<file path="src/rtl/fetch_queue_pkg.sv">
// fetch_queue_pkg: shared types and constants for the instruction-fetch front end.
//   fetch_entry_t : {pc, instruction} pair held in the fetch FIFO
//   XLEN_W        : default address/instruction width
//   INSN_BYTES    : sequential fetch stride
package fetch_queue_pkg;

  localparam int XLEN_W = 32;
  localparam logic [XLEN_W-1:0] INSN_BYTES = 32'd4;

  typedef struct packed {
    logic [31:0] pc;
    logic [31:0] instruction;
  } fetch_entry_t;

endpackage

</file>
<file path="src/rtl/fetch_queue_if.sv">
// fetch_queue_if: redirect, imem and decode-side signals of the fetch front end.
//   master : fetch_queue side (drives imem request and FIFO head)
//   slave  : environment side (EX redirect, imem, decode)
//   redirect_valid/redirect_pc : taken branch/jump from EX
//   imem_address/imem_enable   : fetch request, imem_wait stalls it
//   imem_data                  : instruction, one cycle after an accepted request
//   out_valid/out_ready/out_pc/out_instruction : FIFO head handshake to decode
//   occupancy                  : entries held
interface fetch_queue_if
  import fetch_queue_pkg::*;
#(
  parameter int XLEN  = XLEN_W,
  parameter int DEPTH = 4
);
  localparam int CW = $clog2(DEPTH + 1);

  logic            redirect_valid;
  logic [XLEN-1:0] redirect_pc;
  logic [XLEN-1:0] imem_address;
  logic            imem_enable;
  logic [XLEN-1:0] imem_data;
  logic            imem_wait;
  logic            out_valid;
  logic            out_ready;
  logic [XLEN-1:0] out_pc;
  logic [XLEN-1:0] out_instruction;
  logic [CW-1:0]   occupancy;

  modport master (
    input  redirect_valid, redirect_pc, imem_data, imem_wait, out_ready,
    output imem_address, imem_enable, out_valid, out_pc, out_instruction, occupancy
  );

  modport slave (
    output redirect_valid, redirect_pc, imem_data, imem_wait, out_ready,
    input  imem_address, imem_enable, out_valid, out_pc, out_instruction, occupancy
  );

endinterface

</file>
<file path="src/rtl/fetch_fifo.sv">
// fetch_fifo: DEPTH-entry FIFO of fetch_entry_t with synchronous clear.
//   clk, reset_n : clock, async active-low reset
//   push/push_data : enqueue (ignored when full unless a pop frees the slot)
//   pop          : dequeue head (ignored when empty)
//   clear        : drop all entries; wins over push and pop
//   head         : entry at the read pointer (valid while occupancy != 0)
//   occupancy    : entries held, full : occupancy == DEPTH
module fetch_fifo
  import fetch_queue_pkg::*;
#(
  parameter int DEPTH = 4,
  localparam int AW = $clog2(DEPTH),
  localparam int CW = $clog2(DEPTH + 1)
) (
  input  logic          clk,
  input  logic          reset_n,
  input  logic          push,
  input  fetch_entry_t  push_data,
  input  logic          pop,
  input  logic          clear,
  output fetch_entry_t  head,
  output logic [CW-1:0] occupancy,
  output logic          full
);

  fetch_entry_t [DEPTH-1:0] mem;
  logic [AW-1:0] wr_ptr, rd_ptr;
  logic          do_push, do_pop;

  assign full    = (occupancy == CW'(DEPTH));
  assign do_pop  = pop && (occupancy != '0);
  assign do_push = push && (!full || do_pop);
  assign head    = mem[rd_ptr];

  // storage needs no reset: nothing is read until occupancy says so
  always_ff @(posedge clk)
    if (do_push) mem[wr_ptr] <= push_data;

  // DEPTH is a power of two, so the pointers wrap on their own
  always_ff @(posedge clk or negedge reset_n)
    if (!reset_n) begin
      wr_ptr    <= '0;
      rd_ptr    <= '0;
      occupancy <= '0;
    end else if (clear) begin
      wr_ptr    <= '0;
      rd_ptr    <= '0;
      occupancy <= '0;
    end else begin
      if (do_push) wr_ptr <= wr_ptr + AW'(1);
      if (do_pop)  rd_ptr <= rd_ptr + AW'(1);
      if (do_push && !do_pop)      occupancy <= occupancy + CW'(1);
      else if (do_pop && !do_push) occupancy <= occupancy - CW'(1);
    end

endmodule

</file>
<file path="src/rtl/fetch_queue.sv">
// fetch_queue: instruction-fetch front end between imem and decode.
//   Owns the fetch PC, issues sequential requests up to DEPTH ahead, buffers
//   {pc, instruction} pairs and flushes everything on an EX redirect.
//   clk, reset_n : clock, async active-low reset
//   bus (master) : redirect, imem request/response, decode handshake, occupancy
module fetch_queue
  import fetch_queue_pkg::*;
#(
  parameter int              XLEN     = XLEN_W,
  parameter int              DEPTH    = 4,
  parameter logic [XLEN-1:0] RESET_PC = 32'h10
) (
  input logic           clk,
  input logic           reset_n,
  fetch_queue_if.master bus
);

  localparam int CW = $clog2(DEPTH + 1);

  logic [XLEN-1:0] fetch_pc;
  logic [XLEN-1:0] req_pc;     // PC of the request now in flight
  logic            inflight;
  logic            epoch;
  logic            req_epoch;  // epoch the in-flight request was issued under
  logic            credit_ok, accepted, push, pop, full;
  logic [CW-1:0]   occupancy;
  fetch_entry_t    head, resp;

  // Registered counts only: a same-cycle pop frees nothing, so every
  // in-flight request always has a slot waiting for it.
  assign credit_ok = ({1'b0, occupancy} + (CW+1)'(inflight)) < (CW+1)'(DEPTH);

  // reset_n gate keeps the request low while reset is held; the first
  // request goes out in the cycle right after release.
  assign bus.imem_enable  = reset_n && (credit_ok || bus.redirect_valid);
  assign bus.imem_address = bus.redirect_valid ? bus.redirect_pc : fetch_pc;
  assign accepted         = bus.imem_enable && !bus.imem_wait;

  // A redirect drops whatever arrives this cycle; the epoch tag also drops
  // any response that belongs to a stream issued before the last redirect.
  assign push = inflight && (req_epoch == epoch) && !bus.redirect_valid;
  assign pop  = bus.out_valid && bus.out_ready && !bus.redirect_valid;
  assign resp = '{pc: req_pc, instruction: bus.imem_data};

  always_ff @(posedge clk or negedge reset_n)
    if (!reset_n) begin
      fetch_pc  <= RESET_PC;
      req_pc    <= '0;
      inflight  <= 1'b0;
      epoch     <= 1'b0;
      req_epoch <= 1'b0;
    end else begin
      inflight <= accepted;
      if (bus.redirect_valid) epoch <= ~epoch;
      if (accepted) begin
        fetch_pc  <= bus.imem_address + INSN_BYTES;
        req_pc    <= bus.imem_address;
        req_epoch <= epoch ^ bus.redirect_valid;
      end else if (bus.redirect_valid) begin
        // target stalled by imem_wait: retry it next cycle
        fetch_pc <= bus.redirect_pc;
      end
    end

  fetch_fifo #(.DEPTH(DEPTH)) u_fifo (
    .clk       (clk),
    .reset_n   (reset_n),
    .push      (push),
    .push_data (resp),
    .pop       (pop),
    .clear     (bus.redirect_valid),
    .head      (head),
    .occupancy (occupancy),
    .full      (full)
  );

  assign bus.out_valid       = (occupancy != '0);
  assign bus.out_pc          = head.pc;
  assign bus.out_instruction = head.instruction;
  assign bus.occupancy       = occupancy;

  // the credit rule makes a push into a full FIFO without a pop impossible
  a_no_overflow: assert property (@(posedge clk) disable iff (!reset_n)
    !(push && full && !pop));

endmodule

</file>
<file path="src/flat_wrapper.sv">
// flat-port wrapper written by rule: the top's interface ports become plain ports
module fetch_queue_flat import fetch_queue_pkg::*;
#(
  parameter int              XLEN     = XLEN_W,
  parameter int              DEPTH    = 4,
  parameter logic [XLEN-1:0] RESET_PC = 32'h10
)
  (clk, reset_n, bus_redirect_valid, bus_redirect_pc, bus_imem_data, bus_imem_wait, bus_out_ready, bus_imem_address, bus_imem_enable, bus_out_valid, bus_out_pc, bus_out_instruction, bus_occupancy);
  fetch_queue_if #(.XLEN(XLEN), .DEPTH(DEPTH)) bus_i ();
  input logic clk;
  input logic reset_n;
  input wire logic [$bits(bus_i.redirect_valid)-1:0] bus_redirect_valid;
  input wire logic [$bits(bus_i.redirect_pc)-1:0] bus_redirect_pc;
  input wire logic [$bits(bus_i.imem_data)-1:0] bus_imem_data;
  input wire logic [$bits(bus_i.imem_wait)-1:0] bus_imem_wait;
  input wire logic [$bits(bus_i.out_ready)-1:0] bus_out_ready;
  output wire logic [$bits(bus_i.imem_address)-1:0] bus_imem_address;
  output wire logic [$bits(bus_i.imem_enable)-1:0] bus_imem_enable;
  output wire logic [$bits(bus_i.out_valid)-1:0] bus_out_valid;
  output wire logic [$bits(bus_i.out_pc)-1:0] bus_out_pc;
  output wire logic [$bits(bus_i.out_instruction)-1:0] bus_out_instruction;
  output wire logic [$bits(bus_i.occupancy)-1:0] bus_occupancy;
  assign bus_i.redirect_valid = bus_redirect_valid;
  assign bus_i.redirect_pc = bus_redirect_pc;
  assign bus_i.imem_data = bus_imem_data;
  assign bus_i.imem_wait = bus_imem_wait;
  assign bus_i.out_ready = bus_out_ready;
  assign bus_imem_address = bus_i.imem_address;
  assign bus_imem_enable = bus_i.imem_enable;
  assign bus_out_valid = bus_i.out_valid;
  assign bus_out_pc = bus_i.out_pc;
  assign bus_out_instruction = bus_i.out_instruction;
  assign bus_occupancy = bus_i.occupancy;
  fetch_queue #(.XLEN(XLEN), .DEPTH(DEPTH), .RESET_PC(RESET_PC)) u_core (.clk(clk), .reset_n(reset_n), .bus(bus_i));
endmodule
</file>
<file path="config.mk">
export PLATFORM = sky130hd
export DESIGN_NAME = fetch_queue_flat
export DESIGN_NICKNAME = d
export VERILOG_FILES = /design/src/rtl/fetch_queue_pkg.sv /design/src/rtl/fetch_queue_if.sv /design/src/rtl/fetch_fifo.sv /design/src/rtl/fetch_queue.sv /design/src/flat_wrapper.sv
export SDC_FILE = /design/constraint.sdc
export NUM_CORES = 1
export LEC_CHECK = 0
export ABC_AREA = 1
export BUFFER_PORTS_ARGS = -buffer_cell sky130_fd_sc_hd__buf_2
export CORE_MARGIN = 2
export CORE_UTILIZATION = 58
export CTS_CLUSTER_SIZE = 28
export DETAILED_ROUTE_END_ITERATION = 16
export PLACE_DENSITY = 0.89
export REMOVE_ABC_BUFFERS = 1
export SETUP_SLACK_MARGIN = 0.05
export SKIP_LAST_GASP = 1
export SLEW_MARGIN = 30
export SYNTH_ARGS = -nofsm -noshare
export SYNTH_HDL_FRONTEND = slang
export SYNTH_SLANG_ARGS = --single-unit
</file>
<file path="constraint.sdc">
create_clock -name clk -period 5.5 [get_ports clk]
set_input_delay 0.825 -clock clk [delete_from_list [all_inputs] [get_ports clk]]
set_output_delay 0.825 -clock clk [all_outputs]
set_load 0.01 [all_outputs]
</file>
==> summary.txt <==
STA
  – Worst clock skew on the final layout: 7.56 ps
  – Number of hold violations in the final report: 0
  – Max transition margin: 38.5%
  – Total negative setup slack: 0 ps
  – Min Clock Period, post-route: 3620 ps
  – Unrepaired setup endpoints after global routing: no
  – Highest clock rate: 0.276 GHz
  – Hold_ws: 370 ps
  – Max-slew violations: 0
  – Transition time at the pin with the least slew margin: 922 ps
  – Final setup viols: 0
  – Post-route clock period utilization: 65.9%

Flow run
  – Max-Cap Viols: 0

Finish
  – Nets@finish: 1432
  – Layout overhead on the synthesized area: 14.3%
  – Most frequent standard cell in the layout excluding fill and tap cells: edfxtp_1
  – Seq. cell area: 9550 µm²
  – Fraction of final layout cells sized beyond drive strength 1: 20.8%
  – Commonest cells after routing, fill and taps aside: edfxtp_1 (256), nand2_1 (209), nor2_1 (174)
  – Area of combinational cells with multiple inputs: 3620 µm²
  – Final core utilization: 67.2%
  – N_diodes: 0
  – Number of fill cells in the layout: 1755

Clock tree
  – TritonCTS clock tree: yes
  – Clk slew on worst S/H paths: 60 ps
  – Number of buffers inserted by post-CTS setup repair: 0
  – Gates resized, CTS repair: 0
  – Number of buffers on the longest clock path: 3
  – Clock latency of the later-clocked register in the worst-skew pair: 560 ps
  – Clock tree root driver cell: clkbuf_16
  – Number of hold-repair buffers added at the cts stage: 0
  – H-Tree Depth: 1
  – Count of clock tree sinks: 330
  – Number of buffers created by CTS: 31

Placement
  – HPWL Detailed: 18500 µm
  – Port bufs: 169
  – Gpl congestion: 0.877

Global route
  – Total Routing Usage GR: 24.3%
  – Pin count of the biggest net entering global routing: 130
  – Antenna violations before repair: 0
  – Number of global-route vias before repair: 9064
  – Total congestion overflow: 0
  – Global-route wire length before repair: 47100 µm

Worst hold path
  – Kind of path behind the tightest hold check: in2async

Drt
  – Length of the first detailed-routing pass in iterations: 6
  – Detailed router's first-iteration violation count: 883
  – Top layer used by detailed routing: met4
  – Metal3 WL: 1820 µm
  – M1 wire length: 13000 µm
  – DR WL/cell: 17.9 µm
  – DRC violations left: 0
  – DRT Wirelength: 30500 µm
  – Vias per cell: 5.57
  – WL met2: 14900 µm
  – Vias post-DR: 9468
  – Number of nets with antenna violations after routing: 0

Critical path
  – Data arrival time of the critical path: 2800 ps
  – Endpoint of the worst register-to-register path: u_core.u_fifo.mem[61]$_DFFE_PP_
  – Highest fanout seen on the critical path: 77
  – Family with the most delay on the worst path: buffers and inverters
  – Worst reg2reg setup slack: 2970 ps
  – Cell with the biggest individual delay on the critical path: dfrtp_4
  – Kind of start point of the critical path: flop
  – Worst endpoint required time: 4680 ps
  – R2R Path Start: u_core.u_fifo.occupancy[2]$_DFFE_PN0P_
  – Type of destination of the critical path: primary output
  – CP cell instances: buf_4 > o21ai_0 > o22ai_1 > buf_2
  – Maximum cell stage delay along the critical path: 780 ps
  – Total buffers and inverters traversed by the critical path: 2
  – Critical path class: reg2out
  – FF-to-FF path depth: 7

Die
  – Number of top-level pins: 170
  – FP Rows: 56
  – Die area: 25000 µm²
  – Initial standard-cell utilization of the core: 58.8%
  – Width of the die: 158 µm
  – Die H: 158 µm
  – Floorplan core area: 23400 µm²

Yosys
  – Share of the yosys chip area belonging to registers: 69.4%
  – Number of synthesized register bits: 330
  – Gate count after technology mapping: 1207
  – Synthesized area: 13800 µm²
  – Unique masters post-synth: 39
  – Yosys warns: 0
  – Post-synthesis average cell area: 11.4 µm²

Power and ir drop
  – Static leakage power: 6.20 nW
  – Total power per unit cell area: 398 nW/µm²
  – Peak supply drop: 0.278 mV

Outcome
  – Run status: finished, final reports clean
power by group:
group	internal (mW)	switching [mW]	total (mW)
clock network	1.05	0.897	1.95
registers	2.93	0.178	3.11
logic	0.397	0.806	1.20
total	4.38	1.88	6.26
metal layers:
metal	up-vias	track usage, %
met5	-	0
met4	0	7.68
met3	52	3.09
met2	346	40.6
met1	4585	33.7
li1	4485	-
worst max-delay path by stage:
| stage | start | to | slack [ps] | cells past startpoint |
|---|---|---|---|---|
| after floorplan | u_core.u_fifo.rd_ptr[0]$_DFFE_PN0P_ | bus_out_instruction[0] | 200 | 3 |
| after global routing | u_core.u_fifo.rd_ptr[0]$_DFFE_PN0P_ | bus_out_pc[28] | 1710 | 4 |
| final | u_core.u_fifo.rd_ptr[0]$_DFFE_PN0P_ | bus_out_pc[28] | 1880 | 4 |
| after global placement | bus_redirect_valid | u_core.u_fifo.mem[220]$_DFFE_PP_ | 2270 | 7 |
| after CTS | u_core.u_fifo.rd_ptr[0]$_DFFE_PN0P_ | bus_out_pc[8] | 1860 | 4 |
| after detailed placement | bus_redirect_valid | u_core.u_fifo.mem[192]$_DFFE_PP_ | 2180 | 7 |
stage by stage:
stage | setup WS (ps) | cells | area (µm²) | power (mW)
final | 1880 | 1701 | 15700 | 6.26
after global routing | 1710 | 1701 | 15700 | 6.55
after CTS | 1860 | 1701 | 15700 | 6.30
after detailed placement | 2180 | 1643 | 14800 | 4.37
after global placement | 2270 | 1643 | 14800 | 4.30
after floorplan | 199 | 1145 | 13400 | 3.82
state kept, by name, indices dropped and copies added, names as in the netlist:
| signal | count |
|---|---|
| u_core.epoch | 1 |
| u_core.fetch_pc | 32 |
| u_core.inflight | 1 |
| u_core.req_epoch | 1 |
| u_core.req_pc | 32 |
| u_core.u_fifo.mem | 256 |
| u_core.u_fifo.occupancy | 3 |
| u_core.u_fifo.rd_ptr | 2 |
| u_core.u_fifo.wr_ptr | 2 |
synthesized netlist by cell type, drive strengths merged:
| master | count | area [µm²] |
|---|---|---|
| edfxtp | 256 | 7690 |
| nand2 | 225 | 895 |
| nor2 | 193 | 786 |
| o21ai | 182 | 986 |
| inv | 78 | 295 |
| dfrtp | 73 | 1830 |
| o22ai | 65 | 407 |
| clkbuf | 43 | 161 |
| nand3 | 31 | 178 |
| buf | 19 | 165 |
| xor2 | 12 | 105 |
| nand4 | 9 | 56.3 |
| ha | 5 | 62.6 |
| a21oi | 3 | 15.0 |
| or2 | 3 | 18.8 |
| o21a | 2 | 15.0 |
| xnor2 | 2 | 17.5 |
| a22oi | 1 | 7.51 |
| a31oi | 1 | 6.26 |
| dfstp | 1 | 26.3 |
| fa | 1 | 20.0 |
| nand3b | 1 | 7.51 |
| nor3 | 1 | 10.0 |
worst reg2reg max path, cell delays in order (launching register included):
cell and delay, ps:
dfrtp_1 420, inv_1 90, nand2_1 110, nand3_1 130, inv_1 160, o21ai_2 190
nor2_4 270, buf_4 720
area by class of cell:
type	instances	share of cell area (%)
sequential	330	60.7
multi-input combinational	737	23.0
timing repair buffer	179	5.90
clock buffer	39	5.19
tap	319	2.54
inverter	78	1.91
clock inverter	19	0.708
logic make-up (layout without fill, tap and decap cells):
kind of cell / after synthesis / after routing / synth area share [%]
fa+ha+maj: 6 / 6 / 0.600
flops: 330 / 330 / 69.4
buf+inv: 140 / 315 / 4.52
compound gates: 254 / 254 / 10.4
xor+xnor: 14 / 14 / 0.891
simple gates: 463 / 463 / 14.2
Power figures use the tool's default switching activity.
